$ cat src/rtl/lc3b_scoreboard.sv
// rtl/lc3b_scoreboard.sv - LC-3b decode/execute hazard scoreboard with per-operand forwarding selects and load-use stall.
// Optional stall counter output enabled by defining LC3B_SCOREBOARD_PERF_EN.
module lc3b_scoreboard #(
    parameter int NUM_STAGES = 3,
    parameter int NUM_SRC    = 2,
    parameter int REG_W      = 3,
    localparam int SEL_W     = $clog2(NUM_STAGES + 1)
) (
    input  logic                     clk,
    input  logic                     reset,
    input  logic                     id_valid,
    input  logic                     id_dest_valid,
    input  logic [REG_W-1:0]         id_dest,
    input  logic                     id_is_load,
    input  logic [NUM_SRC*REG_W-1:0] id_src,
    input  logic [NUM_SRC-1:0]       id_src_valid,
    input  logic                     advance,
    input  logic                     flush,
`ifdef LC3B_SCOREBOARD_PERF_EN
    output logic [15:0]              stall_count,
`endif
    output logic                     stall_out,
    output logic [NUM_SRC*SEL_W-1:0] fwd_sel
);

    logic [NUM_STAGES-1:0]            valid_q, valid_d;
    logic [NUM_STAGES-1:0]            load_q,  load_d;
    logic [NUM_STAGES-1:0][REG_W-1:0] dest_q,  dest_d;
    logic                             load_hit;

    // Descending scan so the lowest (youngest) matching stage is written last and wins.
    always_comb begin
        fwd_sel  = '0;
        load_hit = 1'b0;
        for (int i = 0; i < NUM_SRC; i++) begin
            for (int k = NUM_STAGES - 1; k >= 0; k--) begin
                if (id_src_valid[i] && valid_q[k] &&
                    (dest_q[k] == id_src[i*REG_W +: REG_W])) begin
                    fwd_sel[i*SEL_W +: SEL_W] = SEL_W'(k + 1);
                end
            end
            if (id_src_valid[i] && valid_q[0] && load_q[0] &&
                (dest_q[0] == id_src[i*REG_W +: REG_W])) begin
                load_hit = 1'b1;
            end
        end
        stall_out = id_valid && !flush && load_hit;
    end

    always_comb begin
        valid_d = valid_q;
        load_d  = load_q;
        dest_d  = dest_q;
        if (advance) begin
            for (int k = 1; k < NUM_STAGES; k++) begin
                valid_d[k] = valid_q[k-1];
                load_d[k]  = load_q[k-1];
                dest_d[k]  = dest_q[k-1];
            end
            // A stalled or flushed decode slot enters EX as a bubble.
            if (flush || stall_out) begin
                valid_d[0] = 1'b0;
                load_d[0]  = 1'b0;
                dest_d[0]  = '0;
            end else begin
                valid_d[0] = id_valid && id_dest_valid;
                load_d[0]  = id_is_load;
                dest_d[0]  = id_dest;
            end
        end else if (flush) begin
            valid_d[0] = 1'b0;
        end
    end

    always_ff @(posedge clk or posedge reset) begin
        if (reset) begin
            valid_q <= '0;
            load_q  <= '0;
            dest_q  <= '0;
        end else begin
            valid_q <= valid_d;
            load_q  <= load_d;
            dest_q  <= dest_d;
        end
    end

`ifdef LC3B_SCOREBOARD_PERF_EN
    logic [15:0] stall_count_q, stall_count_d;

    always_comb begin
        stall_count_d = stall_count_q;
        if (stall_out && advance && (stall_count_q != 16'hFFFF)) begin
            stall_count_d = stall_count_q + 16'd1;
        end
    end

    always_ff @(posedge clk or posedge reset) begin
        if (reset) begin
            stall_count_q <= '0;
        end else begin
            stall_count_q <= stall_count_d;
        end
    end

    assign stall_count = stall_count_q;
`endif

endmodule

$ cat config.mk
export PLATFORM = sky130hd
export DESIGN_NAME = lc3b_scoreboard
export DESIGN_NICKNAME = d
export VERILOG_FILES = /design/src/rtl/lc3b_scoreboard.sv
export SDC_FILE = /design/constraint.sdc
export NUM_CORES = 1
export LEC_CHECK = 0
export BUFFER_PORTS_ARGS = -buffer_cell sky130_fd_sc_hd__buf_2
export CAP_MARGIN = 30
export CORE_MARGIN = 1.5
export CORE_UTILIZATION = 53
export DETAILED_ROUTE_END_ITERATION = 10
export GPL_TIMING_DRIVEN = 0
export PLACE_DENSITY_LB_ADDON = 0.25
export SLEW_MARGIN = 20
export SYNTH_ARGS = -nofsm -noshare
export SYNTH_HDL_FRONTEND = slang
export SYNTH_SLANG_ARGS = --single-unit
$ cat constraint.sdc
create_clock -name clk -period 2.9 [get_ports clk]
set_input_delay 0.145 -clock clk [delete_from_list [all_inputs] [get_ports clk]]
set_output_delay 0.145 -clock clk [all_outputs]
set_load 0.01 [all_outputs]
Word level (Yosys, flattened, before mapping)
Cells that the tools add are included.

cells by class
  equality and inequality tests = 6
  multiplexer cells = 13
  reduce and logical (&&, ||, !) cells = 22

operator list
  operator            number
  logical AND 1 bit   19
  == test 3 bit       6
  two-way mux 2 bit   6
  two-way mux 1 bit   6
  two-way mux 3 bit   1
  nonzero test 2 bit  1
  zero test 1 bit     1
  logical OR 1 bit    1

word-level totals
  register bits = 13
  bits of input ports = 18
  word-level logic and storage cells = 47

Longest topological paths before layout
  word-level depth = 9
  mapped depth = 4

Worst setup path before layout
OpenSTA, ideal clock, no wires.

  path type = flip-flop to output port
  start point = register dest_q[2] (netlist bit)
  end point = output port stall_out
  arrival time = 1,492 ps
  required time = 2,755 ps
  setup slack = 1,263 ps
  cell stages (with the launch flop) = 5
  cells stage by stage = dfrtp_1 -> xor2_1 -> or4_4 -> a21oi_4 -> and2b_1

on the way
  cells in the longest elaborated chain, start to end = 5

ends and longest elaborated chain
  item                    RTL line  source
  from (decl)             28        logic [NUM_STAGES-1:0][REG_W-1:0] dest_q, dest_d;
  from (signal assigned)  83        dest_q <= dest_d;
  == test 3 bit           43        (dest_q[0] == id_src[i*REG_W +: REG_W])) begin
  logical AND 1 bit       42        if (id_src_valid[i] && valid_q[0] && load_q[0] &&
  two-way mux 1 bit       42
  two-way mux 1 bit *     42
  logical AND 1 bit *     47        stall_out = id_valid && !flush && load_hit;
  to (decl)               22        output logic stall_out,

Every way passes the cells marked *; elsewhere a longest branch is shown, timed or not.

Worst setup path after layout
Ends and elaborated chain as after synthesis.

==> results.md <==
- Startpoint class of the critical path: register
- Post-route worst hold slack: 97.04 ps
- Number of CTS-inserted buffers: 3
- Non-Filler Cell Area, Final: approximately 960 µm²
- Number of rows in the core area: 13
- Commonest cells after routing, fill and taps aside: sky130_fd_sc_hd__buf_2 (21), sky130_fd_sc_hd__xor2_1 (14), sky130_fd_sc_hd__dfrtp_1 (13)
- Starting utilization of the core area: 0.5941
- Number of global-route vias before repair: 627
- FF-to-FF Start: dest_q[2]$_DFFE_PP0P_
- Wirelength, routed: between 1.5 and 2 mm
- Horizontal die dimension: 41.90 µm
- CTS HTree Levels: 1
- Count of synthesis-stage warnings from yosys: 0
- Setup slack after placement: ~1100 ps
- Clock Pin Slew Worst Setup and Hold Paths: 70 ps
- Placer congestion estimate: approximately 0.76
- All-Layer GR Usage: 0.1996
- Post-Synthesis Cells: 78
- Kind of critical path: reg2out
- Netlist area before placement: ~800 µm²
- Clock tree from TritonCTS: built
- Initial antenna violation count: 0
- Slew at the pin closest to its max-slew limit: approximately 480 ps
- RSZ-0062 raised after global routing: false
- Worst endpoint data arrival time: about 2000 ps
- Leakage: between 0.4 and 0.5 nW
- Setup TNS: 0 ps
- Worst R2R End: load_q[0]$_DFFE_PP0P_
- Tmin final: 2105 ps
- Cell variety after synth: 19
- Number of max-slew violations in the final report: 0
- Final Setup Violations: 0
- Later-pin clock latency in the skew report: 260 ps
- Post-detailed-route DRC marker count: 0
- 1st-pass router iterations: 4
- Critical Path Sink Type: primary output
- Placed wire-length estimate: around 1.2 mm
- Std-Cell Core Area: 1350 µm²
- Post-CTS Resized: 0
- Critical path endpoint: stall_out
- Clock buffer depth: 2
- Wire length of the first global-routing pass: 2.697 mm
- Average cell area after synthesis: slightly above 10 µm²
- Placed Instances: 114
- Worst setup slack after layout: slightly below 800 ps
- Part of the Yosys area used for sequential elements: 0.4056
- Synth Net Count: 96
- Area enclosed by the die boundary: 1756 µm²
- Peak fanout along the critical path: 5
- Type of the tightest min-delay check: in2reg
- Root cell of the clock tree: sky130_fd_sc_hd__clkbuf_4
- Worst IR drop on VDD: 0.3204 mV
- Total number of vias: 636
- Cells along the critical path: xor2_1 > or4_4 > a21oi_4 > and2b_1 > buf_2
- Placed instance area: 925.9 µm²
- Commonest non-fill, non-tap cell in the layout: sky130_fd_sc_hd__buf_2
- Fin cells: 119
- Violation count after the first detailed-routing iteration: 5
- Reg2reg path depth: 4
- Diode count: 0
- Number of primary I/O pins: 23
- Timing startpoint of the critical path: dest_q[2]$_DFFE_PP0P_
- Layout Area Growth over Synthesis: 19.97%
- Reg-to-reg slack, setup: 1230 ps
- Global-route congestion overflow total: 0
- Pin count of the biggest net entering global routing: 14
- Number of hold violations in the final report: 0
- Power per unit of standard cell area: 426.7 nW/µm²
- Share of layout cells above drive strength 1: 0.3365
- Synthesis-stage register bit count: 13
- IO Port Bufs: 21
- Result of the run: complete, no violations
- Rel. slew slack: 0.6794
- TritonCTS sink count: 13
- Largest stage delay on the critical path: 590 ps
- Post-detailed-route wirelength per cell: 12.65 µm
- Final standard cell utilization of the core: 0.7127
- DRT antenna net count: 0
- Reported max-cap violation count: 0
- Achievable frequency: 475.1 MHz
- Share of the clock period used by the worst path: 0.7257
- Die boundary height: 41.90 µm
- Power Total: 0.4106 mW
- Post-DR vias/cell: 5.345
- Number of nets in the layout: roughly 120
- Slowest stage cell, crit path: sky130_fd_sc_hd__or4_4
- Worst-case clock skew: 2.954 ps
- Critical path data required time: 2760 ps
-- repair_timing --
item,CTS,global route
hold endpoints to repair,13,0
hold buffers,1,0
setup buffers,0,0
-- routing by layer --
layer / up-vias / GRT usage / share of wire
li1: 324 / - / -
met1: 295 / 0.2773 / 0.46
met2: 15 / 0.3250 / 0.50
met3: 2 / 0.01304 / 0.031
met4: 0 / 0.07742 / 0.0080
met5: - / 0 / 0
-- final cells by class --
cell class | instances | area [µm²]
inverter | 6 | 22.52
tap | 15 | 18.77
clock buffer | 4 | 26.28
buffer | 2 | 7.507
timing repair buffer | 22 | 115.1
sequential | 13 | 325.3
fill | 114 | 387.9
multi-input combinational | 57 | 446.7
-- synth_stat cells --
cell | count | area (µm²)
sky130_fd_sc_hd__nand2_1 | 7 | 26.28
sky130_fd_sc_hd__mux2_2 | 8 | 90.09
sky130_fd_sc_hd__dfrtp_1 | 13 | 325.3
sky130_fd_sc_hd__and2b_1 | 1 | 7.510
sky130_fd_sc_hd__nor2b_1 | 1 | 6.260
sky130_fd_sc_hd__xor2_1 | 14 | 122.6
sky130_fd_sc_hd__or4_4 | 2 | 22.52
sky130_fd_sc_hd__nand3_1 | 4 | 20.02
sky130_fd_sc_hd__o41ai_1 | 2 | 17.52
sky130_fd_sc_hd__o32ai_1 | 1 | 8.760
sky130_fd_sc_hd__o22ai_1 | 4 | 25.02
sky130_fd_sc_hd__clkbuf_1 | 2 | 7.510
sky130_fd_sc_hd__o21a_1 | 2 | 15.01
sky130_fd_sc_hd__a21oi_1 | 1 | 5.000
sky130_fd_sc_hd__a21oi_4 | 1 | 16.27
sky130_fd_sc_hd__nand4b_1 | 1 | 8.760
sky130_fd_sc_hd__xnor2_1 | 4 | 35.03
sky130_fd_sc_hd__inv_1 | 6 | 22.52
sky130_fd_sc_hd__nor3_1 | 4 | 20.02
-- worst min-delay path by stage --
stage	slack, ps	start	endpoint	cells past startpoint
final	100	flush	valid_q[0]$_DFFE_PP0P_	2
after global routing	90	flush	valid_q[0]$_DFFE_PP0P_	2
after CTS	100	flush	valid_q[0]$_DFFE_PP0P_	2
after detailed placement	180	reset	load_q[0]$_DFFE_PP0P_	2
after global placement	180	reset	dest_q[2]$_DFFE_PP0P_	2
after floorplan	20	reset	dest_q[0]$_DFFE_PP0P_	1
-- cell families after synthesis --
family                    after synthesis  share of synthesized area
AOI/OAI and AO/OA                      11                     0.1092
xor gates and xnor gates               18                     0.1966
buffers and inverters                   8                    0.03744
DFF                                    13                     0.4056
muxes                                   8                     0.1123
and+or+nand+nor                        20                     0.1389
-- critical path, delay by kind of cell, from the launching register on --
family	cells	cell delay (ps)
xor gates and xnor gates	1	190
AOI/OAI and AO/OA	1	210
DFF	1	440
and+or+nand+nor	2	740
buffers and inverters	1	120
-- report_power, final --
part / switching [mW] / leakage, nW / internal (mW) / total, mW
registers: 0.0218 / 0.171 / 0.199 / 0.221
logic: 0.0394 / 0.280 / 0.0451 / 0.0846
clock network: 0.0519 / 0.0150 / 0.0531 / 0.105
-- registers in the layout, summed over array words and instances, names as in the netlist --
| signal | flops |
|---|---|
| dest_q | 9 |
| valid_q | 3 |
| load_q | 1 |
Note: power is estimated with default switching activity, not from simulation.
